==> src/rtl/xvec2_vscale_elem_seq_pkg.sv <==
// Shared constants for the vector element sequencer: operand-B select codes,
// sequencer state encodings and vector-length width.
package xvec2_vscale_elem_seq_pkg;

    localparam int SRC_B_SEL_WIDTH = 2;
    localparam logic [SRC_B_SEL_WIDTH-1:0] SRC_B_RS2  = 2'd0;
    localparam logic [SRC_B_SEL_WIDTH-1:0] SRC_B_IMM  = 2'd1;
    localparam logic [SRC_B_SEL_WIDTH-1:0] SRC_B_FOUR = 2'd2;
    localparam logic [SRC_B_SEL_WIDTH-1:0] SRC_B_ZERO = 2'd3;

    localparam int VEC_XPR_LEN     = 32;
    localparam int VL_W            = 4;
    localparam int SEQ_STATE_WIDTH = 2;

    typedef enum logic [SEQ_STATE_WIDTH-1:0] {
        SEQ_IDLE = 2'd0,
        SEQ_RUN  = 2'd1,
        SEQ_WB   = 2'd2
    } seq_state_e;

endpackage

==> src/rtl/xvec2_vscale_elem_seq.sv <==
// Element sequencer: issues one vector element per cycle to a single ALU lane,
// accumulates a write mask, then emits a one-cycle write-back strobe.
module xvec2_vscale_elem_seq
    import xvec2_vscale_elem_seq_pkg::*;
#(
    parameter int NUM_ELEMS = 4,
    parameter int IDX_W     = 2
) (
    input  logic                       clk,
    input  logic                       reset,
    input  logic                       req_valid,
    output logic                       req_ready,
    input  logic [VL_W-1:0]            req_vl,
    input  logic [SRC_B_SEL_WIDTH-1:0] req_src_b_sel,
    input  logic [4:0]                 req_rd,
    output logic                       alu_valid,
    output logic [IDX_W-1:0]           alu_elem,
    output logic [SRC_B_SEL_WIDTH-1:0] alu_src_b_sel,
    input  logic                       alu_stall,
    input  logic                       kill,
    output logic                       wb_valid,
    output logic [4:0]                 wb_rd,
    output logic [NUM_ELEMS-1:0]       wb_mask,
    output logic                       busy
);

    seq_state_e                 state_q, state_d;
    logic [IDX_W-1:0]           cnt_q, cnt_d;
    logic [NUM_ELEMS-1:0]       mask_q, mask_d;
    logic [VL_W-1:0]            vl_q, vl_d;
    logic [SRC_B_SEL_WIDTH-1:0] sel_q, sel_d;
    logic [4:0]                 rd_q, rd_d;

    logic [VL_W-1:0] vl_clamped;
    logic            last_elem;

    assign vl_clamped = (req_vl > VL_W'(NUM_ELEMS)) ? VL_W'(NUM_ELEMS) : req_vl;
    // Compare in the wider vl domain so NUM_ELEMS itself is reachable without wrap.
    assign last_elem  = (VL_W'(cnt_q) + VL_W'(1)) == vl_q;
    assign busy       = (state_q != SEQ_IDLE);

    always_ff @(posedge clk or posedge reset) begin
        if (reset) begin
            state_q <= SEQ_IDLE;
            cnt_q   <= '0;
            mask_q  <= '0;
            vl_q    <= '0;
            sel_q   <= '0;
            rd_q    <= '0;
        end else begin
            state_q <= state_d;
            cnt_q   <= cnt_d;
            mask_q  <= mask_d;
            vl_q    <= vl_d;
            sel_q   <= sel_d;
            rd_q    <= rd_d;
        end
    end

    always_comb begin
        state_d       = state_q;
        cnt_d         = cnt_q;
        mask_d        = mask_q;
        vl_d          = vl_q;
        sel_d         = sel_q;
        rd_d          = rd_q;
        req_ready     = (state_q == SEQ_IDLE) && !kill;
        alu_valid     = 1'b0;
        alu_elem      = '0;
        alu_src_b_sel = SRC_B_RS2;
        wb_valid      = 1'b0;
        wb_rd         = '0;
        wb_mask       = '0;

        case (state_q)
            SEQ_IDLE: begin
                if (req_valid && req_ready) begin
                    vl_d    = vl_clamped;
                    sel_d   = req_src_b_sel;
                    rd_d    = req_rd;
                    cnt_d   = '0;
                    mask_d  = '0;
                    state_d = (vl_clamped == '0) ? SEQ_WB : SEQ_RUN;
                end
            end
            SEQ_RUN: begin
                alu_valid     = 1'b1;
                alu_elem      = cnt_q;
                alu_src_b_sel = sel_q;
                if (!alu_stall) begin
                    mask_d[cnt_q] = 1'b1;
                    if (last_elem) begin
                        cnt_d   = '0;
                        state_d = SEQ_WB;
                    end else begin
                        cnt_d = cnt_q + IDX_W'(1);
                    end
                end
            end
            SEQ_WB: begin
                wb_valid = !kill;
                wb_rd    = kill ? '0 : rd_q;
                wb_mask  = kill ? '0 : mask_q;
                state_d  = SEQ_IDLE;
            end
            default: state_d = SEQ_IDLE;
        endcase

        if (kill) begin
            state_d = SEQ_IDLE;
            cnt_d   = '0;
            mask_d  = '0;
        end
    end

endmodule

==> config.mk <==
export PLATFORM = sky130hd
export DESIGN_NAME = xvec2_vscale_elem_seq
export DESIGN_NICKNAME = d
export VERILOG_FILES = /design/src/rtl/xvec2_vscale_elem_seq_pkg.sv /design/src/rtl/xvec2_vscale_elem_seq.sv
export SDC_FILE = /design/constraint.sdc
export NUM_CORES = 1
export LEC_CHECK = 0
export ABC_AREA = 1
export BUFFER_PORTS_ARGS = -buffer_cell sky130_fd_sc_hd__buf_2
export CORE_ASPECT_RATIO = 1.25
export CORE_MARGIN = 3
export CORE_UTILIZATION = 45
export CTS_CLUSTER_SIZE = 10
export DETAILED_ROUTE_END_ITERATION = 10
export PLACE_DENSITY_LB_ADDON = 0.2
export RECOVER_POWER = 100
export SYNTH_ARGS = -nofsm -noshare
export SYNTH_HDL_FRONTEND = slang
export SYNTH_SLANG_ARGS = --single-unit
==> constraint.sdc <==
create_clock -name clk -period 1.5 [get_ports clk]
set_clock_uncertainty 0.05 [all_clocks]
set_input_delay 0.375 -clock clk [delete_from_list [all_inputs] [get_ports clk]]
set_output_delay 0.375 -clock clk [all_outputs]
set_load 0.01 [all_outputs]
# Yosys cells after proc, flatten, opt, wreduce, memory -nomap -nowiden

Index checks and enable logic that the tools add are counted.

Register bits: 19
Input bits: 16
Word-level logic and storage cells: 55
Output and inout port bits: 17

Bitwise logic cells: 1
Equality and inequality tests: 6
Add/subtract/negate cells: 2
Reductions and logical operators: 11
Order comparisons: 3
Multiplexer cells: 26

Operators by type and width:

| operator                                                                             | number |
|---|---|
| 4-bit two-way mux                                                                    | 6 |
| 2-bit two-way mux                                                                    | 11 |
| 5-bit two-way mux                                                                    | 2 |
| 2-bit one-hot mux with 2 select lines                                                | 2 |
| 4-bit one-hot mux with 2 select lines                                                | 1 |
| 3-bit != test (second input constant)                                                | 2 |
| 3-bit AND reduction                                                                  | 2 |
| 3-bit by 4-bit == test with 1-bit output                                             | 1 |
| 4-bit by 3-bit greater-than comparator with 1-bit output (second input constant)     | 1 |
| 4-bit zero test                                                                      | 1 |
| 4-bit OR                                                                             | 1 |
| 2-bit by 1-bit adder with 3-bit output (second input constant)                       | 1 |
| 1-bit logical AND                                                                    | 3 |
| 2-bit by 3-bit less-than comparator with 1-bit output (second input constant)        | 1 |
| 1-bit two-way mux                                                                    | 3 |
| 3-bit by 2-bit != test with 1-bit output (second input constant)                     | 1 |
| 3-bit nonzero test                                                                   | 1 |
| 2-bit by 1-bit adder with 2-bit output (second input constant)                       | 1 |
| 1-bit demux with 2-bit select                                                        | 1 |
| 2-bit by 1-bit == test with 1-bit output (second input constant)                     | 1 |
| 2-bit == test (second input constant)                                                | 1 |
| 2-bit by 1-bit greater-or-equal comparator with 1-bit output (second input constant) | 1 |
| 2-bit zero test                                                                      | 1 |
| 2-bit AND reduction                                                                  | 1 |
| other kinds (2)                                                                      | 2 |

# Depth between registers and ports, before layout

Depth after elaboration: 8
Depth in mapped cells: 11

# Worst setup path before layout

Ideal clock, no wire load.

Kind: register to register
From: register cnt_q[0]
To: register state_q[0]
Arrival: 1.287 ns
Path slack: 0.047 ns
Setup time: 0.117 ns
Buffers on the path: 0
Stages on the path, launching flop included: 11
Clock period less this slack: 1.453 ns
Required time: 1.333 ns
Path through: dfrtp_1 inv_1 ha_1 nand2_1 nand2_1 nor2_1 nand2_1 nand2_2 nand2_1 nand2_1 nand2_1

Cells in the longest elaborated chain, start to end: 4

Ends and longest elaborated chain:

| element                                  | RTL line                    | RTL |
|---|---|---|
| start: declaration                       | xvec2_vscale_elem_seq.sv:28 | `logic [IDX_W-1:0] cnt_q, cnt_d;` |
| start signal: assignment                 | xvec2_vscale_elem_seq.sv:52 | `cnt_q <= cnt_d;` |
| 2-bit by 1-bit adder with 3-bit output   | xvec2_vscale_elem_seq.sv:39 | `assign last_elem = (VL_W'(cnt_q) + VL_W'(1)) == vl_q;` |
| 3-bit by 4-bit == test with 1-bit output | xvec2_vscale_elem_seq.sv:39 |  |
| 3-bit != test (no line)                  | -                           |  |
| 3-bit AND reduction (no line)            | -                           |  |
| end signal: assignment                   | xvec2_vscale_elem_seq.sv:51 | `state_q <= state_d;` |
| end: declaration                         | xvec2_vscale_elem_seq.sv:27 | `seq_state_e state_q, state_d;` |

No other way between the ends.
A chain may end at the register's enable or synchronous reset.

# Worst setup path in the final report

From: register state_q[1]
To: output wb_valid

Cells in the longest elaborated chain, start to end: 2

Ends and longest elaborated chain:

| element           | RTL line                    | RTL |
|---|---|---|
| 2-bit == test     | xvec2_vscale_elem_seq.sv:75 | `case (state_q)` |
| 1-bit two-way mux | xvec2_vscale_elem_seq.sv:75 |  |
| end: declaration  | xvec2_vscale_elem_seq.sv:21 | `output logic wb_valid,` |

No other way between the ends.

==> metrics.txt <==
status=finished with violations; failing checks=setup timing; register area share after synthesis=44.1%; fin cells=228; placed cell areas=1330 µm²; GPL Wtd Cong=0.748; Tcrit/Tclk final=114%; Least-Margin Pin Slew=~1.0 ns; clk root buf=clkbuf_4; final WL=2690 µm; vias in the first global route=954; Filler cells=about 200; final hold slack=0.224 ns; Mapped Nets=162; WP buf/inv=3; wire length per cell=11.8 µm; cell total after placement=213; drc violations=0; crit path time final=1.71 ns; worst-path fanout max=4; vias post-DR=roughly 1100; design area=1590 µm²; VDD IR max=between 1 and 1.5 mV; Final WS setup=-0.215 ns; synth-to-layout area growth=47.2%; met3 usage=2.21%; crit-path max cell delay=0.47 ns; Slew HR=32.6%; met2 usage=34.4%; Pwr Density=1430 nW/µm²; DP Wirelength=1850 µm; Final nets=218; GRT Max-Usage Layer=met2; RSZ-0062 raised after global routing=true; Final Setup Violations=18; CTS HTree Levels=1; met1 Use GR=20.8%; CP Launch Type=flip-flop; Setup TNS=-2.79 ns; Hold Path Class=in -> reg; CP Capture Type=output port; # clock sinks=19; Pleak=0.865 nW; slowest CP cell=dfrtp_2; CTS buffer count=3; die area=3020 µm²; Hold Vio Cnt, Final=0; total grt overflow=0; Synth Instances=142; share of cells above drive strength 1=44.2%; first-pass GRT wire length=4120 µm; Vert. Die Dim=60.7 µm; clock slew at reported path FFs=0.12 ns; core area=2230 µm²; Arrival @ worst endpoint=approximately 1.3 ns; largest buffer count on any clock path=2; Post-Syn Area=~1100 µm²; highest-count cells in the layout ignoring fill and taps=31 x nand2_1, 27 x inv_1, 27 x buf_2; Vias/cell=between 4 and 5; largest net degree at the start of global routing=20; Max-Cap Viols=0; crit path kind=reg -> out; Worst Path Required=1.07 ns; pre-CTS setup slack=-0.0721 ns; critical-path cell list=nand2_2 -> nor2_4 -> buf_4 -> buf_4 -> buf_6; initial antenna violation count=0; CP dominant cell by count=buf_4; synthesized area per cell=7.59 µm²; CTS tree=yes; Rows=19; library cells used by synthesis=20; #FFs+latches synth=19; fmax=0.583 GHz; initial core utilization=48.2%; commonest non-fill, non-tap cell in the layout=nand2_1; ANT cells=0; Slew Limit Fails=0; antenna-violating nets left=0; clk_lat worst skew=0.30 ns; area share of the largest cell type after synthesis=44.1%; cell family with the largest share of critical-path delay=flip-flops; drt pass-1 iters=4; total track usage=18.0%; leading area contributor after synthesis=dfrtp_1; die width=49.8 µm; Synth Warn #=0; synth top area cells=dfrtp_1 44%, nand2_1 11%, inv_1 11%, nor2_1 7.0%, ha_1 4.6%; DR iter-0 viols=17; IO Port Bufs=32; io pins=33
-- layer usage --
metal  up-vias  part of all wire (%)
li1        537                     -
met1       494                    38
met2        29                    56
met3         6                   3.8
met4         0                   1.6
met5         -                     0
-- worst min-delay path, stage by stage --
cell and delay [ns]:
buf_2 0.07, nand2_1 0.04, o21ai_1 0.06
-- sequential cells by signal (all words and copies together) (netlist names) --
signal and count:
state_q 2, cnt_q 2, vl_q 4, sel_q 2, mask_q 4, rd_q 5
-- area by class of cell --
| cell class | count | area, µm² | share of cell area, % |
|---|---|---|---|
| multi-input combinational | 90 | 558 | 35.2 |
| sequential | 19 | 478 | 30.1 |
| timing repair buffer | 51 | 354 | 22.3 |
| inverter | 33 | 129 | 8.13 |
| tap | 31 | 38.8 | 2.45 |
| clock buffer | 3 | 22.5 | 1.42 |
| clock inverter | 1 | 5.00 | 0.316 |
-- worst paths after layout --
kind / endpoint / slack (ns) / from / cells after the start
max in group asynchronous: state_q[1]$_DFFE_PP0P_ / 0.42 / reset / 3
min reg2reg: vl_q[3]$_DFFE_PP0P_ / 0.47 / vl_q[3]$_DFFE_PP0P_ / 2
max: wb_valid / -0.21 / state_q[1]$_DFFE_PP0P_ / 5
min in group asynchronous: rd_q[3]$_DFFE_PP0P_ / 0.30 / reset / 3
min: rd_q[1]$_DFFE_PP0P_ / 0.22 / req_rd[1] / 3
max reg2reg: state_q[0]$_DFFE_PP0P_ / -0.02 / cnt_q[0]$_DFFE_PP0P_ / 11
-- Yosys cell counts (all sizes together) --
master,instances
inv,33
nand3,4
nand4,1
nand2,36
nor2,24
a21oi,4
o22ai,2
or2,2
dfrtp,19
o21ai,12
buf,1
ha,4
-- power by group --
part           leakage [nW]  internal (W)  switching, W
Combinational         0.602      0.000553      0.000665
Clock                0.0177     0.0000995      0.000171
Sequential            0.245      0.000681     0.0000918
Total                 0.865       0.00133      0.000927
-- logic make-up after synthesis --
| family | after synthesis | synth area share, % |
|---|---|---|
| and+or+nand+nor | 67 | 29.7 |
| buffers and inverters | 34 | 12.5 |
| DFF | 19 | 44.1 |
| AOI/OAI and AO/OA | 18 | 8.94 |
| adders and majority gates | 4 | 4.65 |
-- what timing repair did --
item,CTS,global route
hold buffers,0,0
buffers inserted,7,4
resized for setup,12,22
hold endpoints to repair,0,0
setup endpoints to repair,19,29
gates cloned,0,1
pin swaps,7,10
-- metrics by stage --
stage	total power [W]	util (%)
after global routing	0.00244	70.9
final	0.00226	70.9
after floorplan	0.00135	-
after CTS	0.00203	64.9
after global placement	0.00159	59.6
after detailed placement	0.00163	59.6
(Power assumes the default switching activity.)
